## config.mk

```make
export PLATFORM = sky130hd
export DESIGN_NAME = sar_ctrl
export DESIGN_NICKNAME = d
export VERILOG_FILES = /design/src/rtl/sar_pkg.sv /design/src/rtl/sar_reg.sv /design/src/rtl/sar_ctrl.sv
export SDC_FILE = /design/constraint.sdc
export NUM_CORES = 1
export LEC_CHECK = 0
export ABC_AREA = 1
export BUFFER_PORTS_ARGS = -buffer_cell sky130_fd_sc_hd__buf_2
export CAP_MARGIN = 20
export CORE_MARGIN = 2
export CORE_UTILIZATION = 55
export CTS_CLUSTER_DIAMETER = 40
export DETAILED_ROUTE_END_ITERATION = 12
export PLACE_DENSITY = 0.78
export SETUP_SLACK_MARGIN = 0.15
export SYNTH_ARGS = -nofsm -noshare
export SYNTH_HDL_FRONTEND = slang
export SYNTH_SLANG_ARGS = --single-unit
```

## constraint.sdc

```tcl
create_clock -name clk -period 1.77 [get_ports clk]
set_input_delay 0.354 -clock clk [delete_from_list [all_inputs] [get_ports clk]]
set_output_delay 0.354 -clock clk [all_outputs]
set_load 0.01 [all_outputs]
```

## src/rtl/sar_pkg.sv

```systemverilog
// rtl/sar_pkg.sv - shared types, defaults and width helpers for the SAR controller
package sar_pkg;

    typedef enum logic [2:0] {
        IDLE,
        SAMPLE,
        COMP_HI,
        COMP_LO,
        DONE
    } sar_state_t;

    localparam int SAR_N_DEF          = 8;
    localparam int SAR_SAMPLE_CYC_DEF = 2;
    localparam int SAR_COMP_CYC_DEF   = 2;

    function automatic int cnt_width(input int sample_cyc, input int comp_cyc);
        int m;
        m = (sample_cyc > comp_cyc) ? sample_cyc : comp_cyc;
        return $clog2(m + 1);
    endfunction

    function automatic int idx_width(input int n);
        return $clog2(n);
    endfunction

    localparam int SAR_CNT_W = cnt_width(SAR_SAMPLE_CYC_DEF, SAR_COMP_CYC_DEF);
    localparam int SAR_IDX_W = idx_width(SAR_N_DEF);

endpackage

```

## src/rtl/sar_reg.sv

```systemverilog
// rtl/sar_reg.sv - successive-approximation register: keeps/clears the trial bit and arms the next one
module sar_reg
    import sar_pkg::*;
#(
    parameter int N     = SAR_N_DEF,
    parameter int IDX_W = SAR_IDX_W
) (
    input  logic             clk,
    input  logic             rstn,
    input  logic             init,
    input  logic             decide,
    input  logic             d,
    input  logic [IDX_W-1:0] idx,
    output logic [N-1:0]     code
);

    logic [N-1:0] code_d;
    logic [N-1:0] code_q;

    always_comb begin
        code_d = code_q;
        if (init) begin
            code_d = {1'b1, {(N-1){1'b0}}};
        end else if (decide) begin
            code_d[idx] = d;
            if (idx != '0) begin
                code_d[idx - 1'b1] = 1'b1;
            end
        end
    end

    always_ff @(posedge clk or negedge rstn) begin
        if (!rstn) begin
            code_q <= '0;
        end else begin
            code_q <= code_d;
        end
    end

    assign code = code_q;

endmodule

```

## src/rtl/sar_ctrl.sv

```systemverilog
// rtl/sar_ctrl.sv - SAR ADC conversion sequencer: sample/hold, comparator clocking, result capture
module sar_ctrl
    import sar_pkg::*;
#(
    parameter int N          = SAR_N_DEF,
    parameter int SAMPLE_CYC = SAR_SAMPLE_CYC_DEF,
    parameter int COMP_CYC   = SAR_COMP_CYC_DEF
) (
    input  logic         clk,
    input  logic         rstn,
    input  logic         start,
    input  logic         abort,
    input  logic         comp_dout,
    input  logic         comp_doutb,
    output logic         sample,
    output logic         comp_clk,
    output logic [N-1:0] dac_code,
    output logic [N-1:0] dout,
    output logic         done,
    output logic         busy,
    output logic         meta_err
);

    localparam int CNT_W = cnt_width(SAMPLE_CYC, COMP_CYC);
    localparam int IDX_W = idx_width(N);
    localparam logic [CNT_W-1:0] SAMPLE_LAST = CNT_W'(SAMPLE_CYC - 1);
    localparam logic [CNT_W-1:0] COMP_LAST   = CNT_W'(COMP_CYC - 1);
    localparam logic [IDX_W-1:0] IDX_MSB     = IDX_W'(N - 1);

    sar_state_t       state_q, state_d;
    logic [CNT_W-1:0] cnt_q, cnt_d;
    logic [IDX_W-1:0] idx_q, idx_d;
    logic             sample_q, sample_d;
    logic             comp_clk_q, comp_clk_d;
    logic [N-1:0]     dout_q, dout_d;
    logic             done_q, done_d;
    logic             busy_q, busy_d;
    logic             meta_err_q, meta_err_d;

    logic             reg_init;
    logic             reg_decide;
    logic             reg_d;
    logic             tie;

    // Equal complementary outputs mean the sense amp did not regenerate; resolve as 1.
    assign tie   = (comp_dout == comp_doutb);
    assign reg_d = tie | comp_dout;

    always_comb begin
        state_d    = state_q;
        cnt_d      = cnt_q;
        idx_d      = idx_q;
        sample_d   = sample_q;
        comp_clk_d = comp_clk_q;
        dout_d     = dout_q;
        done_d     = 1'b0;
        busy_d     = busy_q;
        meta_err_d = meta_err_q;
        reg_init   = 1'b0;
        reg_decide = 1'b0;

        case (state_q)
            IDLE: begin
                if (start && !abort) begin
                    state_d    = SAMPLE;
                    busy_d     = 1'b1;
                    sample_d   = 1'b1;
                    meta_err_d = 1'b0;
                    idx_d      = IDX_MSB;
                    cnt_d      = '0;
                    reg_init   = 1'b1;
                end
            end
            SAMPLE: begin
                if (cnt_q == SAMPLE_LAST) begin
                    state_d    = COMP_HI;
                    sample_d   = 1'b0;
                    comp_clk_d = 1'b1;
                    cnt_d      = '0;
                end else begin
                    cnt_d = cnt_q + 1'b1;
                end
            end
            COMP_HI: begin
                if (cnt_q == COMP_LAST) begin
                    reg_decide = 1'b1;
                    comp_clk_d = 1'b0;
                    state_d    = COMP_LO;
                    cnt_d      = '0;
                    if (tie) begin
                        meta_err_d = 1'b1;
                    end
                end else begin
                    cnt_d = cnt_q + 1'b1;
                end
            end
            COMP_LO: begin
                if (idx_q != '0) begin
                    idx_d      = idx_q - 1'b1;
                    comp_clk_d = 1'b1;
                    state_d    = COMP_HI;
                end else begin
                    state_d = DONE;
                end
            end
            DONE: begin
                dout_d  = dac_code;
                done_d  = 1'b1;
                busy_d  = 1'b0;
                state_d = IDLE;
            end
            default: begin
                state_d = IDLE;
            end
        endcase

        // Abort overrides whatever the active state decided; the DAC code simply freezes.
        if (abort && (state_q != IDLE)) begin
            state_d    = IDLE;
            sample_d   = 1'b0;
            comp_clk_d = 1'b0;
            busy_d     = 1'b0;
            done_d     = 1'b0;
            dout_d     = dout_q;
            meta_err_d = meta_err_q;
            cnt_d      = '0;
            reg_decide = 1'b0;
        end
    end

    always_ff @(posedge clk or negedge rstn) begin
        if (!rstn) begin
            state_q    <= IDLE;
            cnt_q      <= '0;
            idx_q      <= IDX_MSB;
            sample_q   <= 1'b0;
            comp_clk_q <= 1'b0;
            dout_q     <= '0;
            done_q     <= 1'b0;
            busy_q     <= 1'b0;
            meta_err_q <= 1'b0;
        end else begin
            state_q    <= state_d;
            cnt_q      <= cnt_d;
            idx_q      <= idx_d;
            sample_q   <= sample_d;
            comp_clk_q <= comp_clk_d;
            dout_q     <= dout_d;
            done_q     <= done_d;
            busy_q     <= busy_d;
            meta_err_q <= meta_err_d;
        end
    end

    sar_reg #(
        .N     (N),
        .IDX_W (IDX_W)
    ) u_sar_reg (
        .clk    (clk),
        .rstn   (rstn),
        .init   (reg_init),
        .decide (reg_decide),
        .d      (reg_d),
        .idx    (idx_q),
        .code   (dac_code)
    );

    assign sample   = sample_q;
    assign comp_clk = comp_clk_q;
    assign dout     = dout_q;
    assign done     = done_q;
    assign busy     = busy_q;
    assign meta_err = meta_err_q;

endmodule

```

== Yosys cells after proc, flatten, opt, wreduce, memory -nomap -nowiden ==
Cells that the tools add are included.

* Input port bits: 6
* Logic and storage cells: 99
* Register bits: 29
* Output and inout bits: 21

* Add/sub/neg operators: 2
* Reduce and logical (&&, ||, !) cells: 24
* Magnitude comparators: 4
* Equality and inequality tests: 14
* Bitwise logic cells: 3
* Muxes and demuxes: 42

{| class="wikitable"
|+ Operator list
! operator !! number
|-
| $mux W8 || 3
|-
| $mux W3 || 7
|-
| $mux W1 || 19
|-
| $reduce_bool A3 Y1 || 5
|-
| $ne A3 B3 Y1 const B || 4
|-
| $pmux W3 S4 || 1
|-
| $reduce_and A3 Y1 || 3
|-
| $bwmux W8 || 1
|-
| $lt A3 B4 Y1 const B || 2
|-
| $ne A2 B2 Y1 const B || 4
|-
| $or A8 B8 Y8 || 1
|-
| $demux W1 S3 || 2
|-
| $eq A3 B2 Y1 const B || 2
|-
| $ge A3 B1 Y1 const B || 2
|-
| $mux W2 || 3
|-
| $pmux W1 S2 || 3
|-
| $pmux W3 S2 || 1
|-
| $reduce_and A2 Y1 || 3
|-
| $reduce_bool A2 Y1 || 3
|-
| $reduce_and A5 Y1 || 1
|-
| $logic_and A1 B1 Y1 || 4
|-
| $pmux W2 S2 || 1
|-
| $reduce_and A4 Y1 || 1
|-
| $reduce_bool A4 Y1 || 1
|-
| other kinds (12) || 12
|}

== Depth between registers and ports, before layout ==
* Word-level depth: 9
* Mapped depth: 9
* Depth with buffers taken out: 8

== Cells and area by module ==
Synthesis repeated with hierarchy kept, for this count alone.

* Cell total of the unflattened synthesis: 229
* Area, all modules: 1774.2 µm²

{| class="wikitable"
|+ Modules (own cells, without submodules)
! module !! area each (µm²) !! instances !! cells each !! sequential area each (µm²)
|-
| sar_ctrl || 1068.5 || 1 || 117 || 529.3
|-
| sar_reg || 705.7 || 1 || 112 || 200.2
|}

== Worst setup path before layout ==
OpenSTA, ideal clock, no wires.

* Path kind: reg2reg
* From: reg idx_q[0]
* To: reg u_sar_reg.code_q[5], in the netlist u_sar_reg.code[5]
* Period minus slack after synthesis: 1.466 ns
* Cell stages (with the launch flop): 8
* Slack: 0.304 ns
* Buffers on the path: 0
* Arrival: 1.401 ns
* Setup time: 0.065 ns
* Path through: dfstp_2 -> inv_2 -> ha_1 -> xor2_1 -> nand2_1 -> o21ai_0 -> nand2_1 -> nand2_1

* Longest elaborated chain between the ends: 9
* Elaborated cells on any way between the ends: 17
* Classes of those cells: add/sub (1); order compare (4); mux (8); bitwise (1); reduce/logical (3)

{| class="wikitable"
|+ RTL lines
! element !! line !! RTL
|-
| from (decl) || sar_ctrl.sv:32 || <nowiki>logic [IDX_W-1:0] idx_q, idx_d;</nowiki>
|-
| from (signal assigned) || sar_ctrl.sv:145 || <nowiki>idx_q <= idx_d;</nowiki>
|-
| $sub A3 B1 Y3, or another cell as far along || sar_reg.sv:27 || <nowiki>code_d[idx - 1'b1] = 1'b1;</nowiki>
|-
| $lt A3 B4 Y1 (not written as such), or another cell as far along || sar_reg.sv:27 ||
|-
| $logic_and A1 B1 Y1 (not written as such) / $mux W1 (equally long branches) || sar_reg.sv:27, sar_reg.sv:25 ||
|-
| $mux W1 (not written as such) / $demux W1 S3 (equally long branches) || -- ||
|-
| $demux W1 S3 / $bwmux W8 (equally long branches) || -- ||
|-
| $or A8 B8 Y8 (no line) || -- ||
|-
| $mux W8 (*) || sar_reg.sv:26 || <nowiki>if (idx != '0) begin</nowiki>
|-
| $mux W8 (*) || sar_reg.sv:24 || <nowiki>end else if (decide) begin</nowiki>
|-
| $mux W8 (*) || sar_reg.sv:22 || <nowiki>if (init) begin</nowiki>
|-
| to (signal assigned) || sar_reg.sv:36 || <nowiki>code_q <= code_d;</nowiki>
|-
| to (decl) || sar_reg.sv:18 || <nowiki>logic [N-1:0] code_q;</nowiki>
|}

Every way passes the cells marked *; elsewhere a longest branch is shown, timed or not. The select of a mux whose other input is x is not followed.
A chain may end at the register's enable or synchronous reset.

== Worst setup path after layout ==
* From: reg idx_q[1]
* To: reg u_sar_reg.code_q[2], in the netlist u_sar_reg.code[2]

The elaborated chain is that of the path after synthesis.

==> results.rst <==
.. list-table::
   :header-rows: 1

   * - Metric
     - Value
   * - Total Die Area
     - ~3500 µm²
   * - Internal cell power
     - about 1.5 mW
   * - Width of the die
     - around 59 µm
   * - Count of nets after finishing
     - 248
   * - IO buf count
     - 26
   * - Sequential cell area fraction in the yosys report
     - 0.4377
   * - Total count of max-transition violations in the final report
     - 0
   * - Drt first pass iters
     - 4
   * - Top library cells by usage in the layout, fill and taps aside
     - sky130_fd_sc_hd__nand2_1 (64), sky130_fd_sc_hd__dfrtp_1 (26), sky130_fd_sc_hd__buf_2 (26)
   * - Peak ir drop on the vdd network
     - 0.0009407 V
   * - Most Frequent Cell on Critical Path
     - sky130_fd_sc_hd__nand2_1
   * - CP Max Fanout
     - 5
   * - Classification of the worst-slack hold path
     - input port to async pin
   * - Ordered list of cells on the worst path
     - clkinvlp_4 -> ha_4 -> xnor2_4 -> nand2_1 -> o21ai_1 -> nand2_1 -> nand2_1
   * - Biggest area consumer among synthesized cells
     - sky130_fd_sc_hd__dfrtp_1
   * - Ratio of routed vias to standard cells
     - between 5 and 6
   * - Number of clock sinks seen by CTS
     - 29
   * - Maximum clock rate
     - 644.9 MHz
   * - Cells taking the most area after synthesis
     - sky130_fd_sc_hd__dfrtp_1 (39%), sky130_fd_sc_hd__nand2_1 (15%), sky130_fd_sc_hd__dfstp_2 (4.7%)
   * - Effective utilization at floorplan
     - 0.5891
   * - Clock network power share
     - 0.174
   * - Worst Path Arrival
     - between 1500 and 2000 ps
   * - Count of max-cap constraint violations
     - 0
   * - Post-CTS Hold Buffers
     - 0
   * - Stage delay of the slowest cell on the critical path
     - between 500 and 600 ps
   * - Wirelength per Cell
     - around 12 µm
   * - Number of buffers added by the clock tree synthesis step
     - 5
   * - RSZ-0062 raised after global routing
     - yes
   * - Cell area after synthesis
     - around 1700 µm²
   * - Most common cell after layout, fill and taps aside
     - sky130_fd_sc_hd__nand2_1
   * - Proportion of total power due to net switching
     - 0.4329
   * - Layout cell share with drive strength beyond 1
     - 0.3333
   * - Inserted Diodes
     - 0
   * - Clock tree from TritonCTS
     - built
   * - Result of the run
     - finished, final reports clean
   * - Switching power of the nets
     - between 1 and 1.5 mW
   * - Gr ovfl total
     - 0
   * - Logic gate share of total power
     - 0.477
   * - Mean cell area of the mapped netlist
     - 8.130 µm²
   * - PwrDens
     - 1381 nW/µm²
   * - Final number of setup-violating endpoints
     - 0
   * - Final ANT Viol Nets
     - 0
   * - Worst clock skew
     - 16.84 ps
   * - Startpoint type of the worst setup path
     - flop
   * - Number of rows created at floorplan
     - 19
   * - Number of vias after detailed routing
     - 1435
   * - Final worst path period share
     - 0.8761
   * - Antenna violations before repair
     - 0
   * - DPL Wire Length
     - 2363 µm
   * - Root Buffer Master
     - sky130_fd_sc_hd__clkbuf_4
   * - Global placement routability congestion
     - roughly 0.89
   * - Insertion delay to the later sink of the worst-skew pair
     - 350 ps
   * - Clock-pin slew of the registers on the worst-case setup and hold paths
     - about 100 ps
   * - Final-layout setup total negative slack
     - 0 ps
   * - Area delta synth->final
     - 17.64%
   * - Number of global-route vias before repair
     - between 1000 and 1500
   * - Sequential cell area in the final layout
     - approximately 730 µm²
   * - First-pass GRT wire length
     - 5602 µm
   * - Cell count after synthesis
     - 205
   * - Flip-flop and latch count after synthesis
     - 29
   * - Sequential fraction of design power
     - 0.349
   * - WL final
     - roughly 3300 µm
   * - Post-layout min period
     - about 1600 ps
   * - Fin. Hold Viols
     - 0
   * - Area of the multi-input gates
     - ~850 µm²
   * - Post-Syn Nets
     - ~210
   * - Filler Cell Count
     - around 240
   * - Count of yosys warnings during synthesis
     - 0
   * - I/O pins
     - 27
   * - CTS max path bufs
     - 2
   * - Minimum hold slack
     - 10.16 ps
   * - Tightest slew margin relative to the limit
     - 0.5834
   * - Drt first-iter violations
     - 58
   * - Post-synth cell types
     - 28
   * - R2R setup slack
     - 220 ps
   * - Data required time at the worst endpoint
     - just over 2000 ps
   * - Die Y-Extent
     - about 60 µm
   * - Residual DRC count
     - 0
   * - Critical Path Sink Type
     - flop
   * - Cell at the slowest stage of the critical path
     - sky130_fd_sc_hd__dfstp_2
   * - Largest net degree at the start of global routing
     - 30
   * - Worst-margin pin slew
     - roughly 620 ps
   * - Crit Path Category
     - flop to flop
   * - Leakage
     - about 1.1 nW
   * - CORE AREA
     - 2829 µm²
   * - CTS H-tree depth
     - 2
   * - Top-area cell type share of the netlist area
     - 0.3904
   * - All-Layer GR Usage
     - 0.2151
## critical path, delay by kind of cell (launching register included)
family                   cells  cell delay [ps]
AO/OA/AOI/OAI                1              130
flip-flops                   1              580
adder cells (fa/ha/maj)      1              230
AND/OR/NAND/NOR              3              210
buffers and inverters        1              170
XOR/XNOR                     1              170
## flip-flops by register name, indices dropped and copies added (netlist names)
signal	flops
sample	1
dout	8
meta_err	1
comp_clk	1
u_sar_reg.code	8
cnt_q	2
state_q	3
busy	1
idx_q	3
done	1
## cell usage after synthesis, drive strengths merged
cell type	count
nand2	74
dfstp	3
o21ai	21
xnor2	1
buf	3
inv	27
a22oi	2
dfrtp	26
nand3	17
nor2	11
nand3b	1
o21a	6
nand4	4
a21oi	5
xor2	1
ha	3
## layer usage
metal | up-vias | part of all wire | track usage
met5 | - | 0 | 0
met2 | 48 | 0.42 | 0.2968
met1 | 643 | 0.52 | 0.3182
met4 | 0 | 0.022 | 0.09740
met3 | 9 | 0.046 | 0.05240
li1 | 735 | - | -
## layout make-up
type | instances | area share
multi-input cells | 146 | 0.4359
clock inverters | 1 | 0.002553
inverters | 27 | 0.05488
flip-flops and latches | 29 | 0.3720
repair buffers | 30 | 0.08168
clock buffers | 7 | 0.03318
well taps | 31 | 0.01978
## final timing paths
kind	to	cells after the start	start
max in group asynchronous	state_q[2]$_DFFE_PN0P_	1	rstn
setup / recovery	u_sar_reg.code[2]$_DFFE_PN0P_	7	idx_q[1]$_DFFE_PN1P_
hold / removal	u_sar_reg.code[5]$_DFFE_PN0P_	1	rstn
setup reg to reg	u_sar_reg.code[2]$_DFFE_PN0P_	7	idx_q[1]$_DFFE_PN1P_
hold reg to reg	comp_clk$_DFFE_PN0P_	2	comp_clk$_DFFE_PN0P_
min in group clk	done$_DFF_PN0_	2	abort
## through the flow
stage | total power [mW] | instance area (µm²) | setup slack (ps) | std cells | util
2_1_floorplan | 1.810 | 1667 | 304.2 | 205 | -
3_3_place_gp | 2.074 | 1802 | 232.8 | 259 | 0.6369
3_5_place_dp | 2.078 | 1802 | 180.7 | 259 | 0.6369
4_1_cts | 2.570 | 1882 | 175.6 | 268 | 0.6652
5_1_grt | 2.915 | 1961 | 124.3 | 271 | 0.6931
6_report | 2.707 | 1961 | 219.3 | 271 | 0.6931
## power groups by stage
stage | clock network (mW) | registers (mW) | logic (mW)
finish | 0.470 | 0.946 | 1.29
floorplan | 0 | 0.972 | 0.838
detailed placement | 0 | 0.956 | 1.12
global placement | 0 | 0.952 | 1.12
CTS | 0.480 | 0.943 | 1.15
global route | 0.510 | 0.960 | 1.44
## timing repair
item / 4_1_cts / 5_1_grt
buffers inserted: 1 / 3
endpoints found under the setup margin: 4 / 9
pin swaps: 1 / 2
resized for setup: 1 / 12
gates cloned: 0 / 0
## cell families after synthesis
family / count (synthesis) / share of synthesized area
flip-flops: 29 / 0.4377
AO/OA/AOI/OAI: 34 / 0.1224
XOR/XNOR: 2 / 0.01502
AND/OR/NAND/NOR: 107 / 0.3198
adder cells (fa/ha/maj): 3 / 0.02252
buffers and inverters: 30 / 0.08258
No activity file was read; power rests on OpenSTA's default activity.
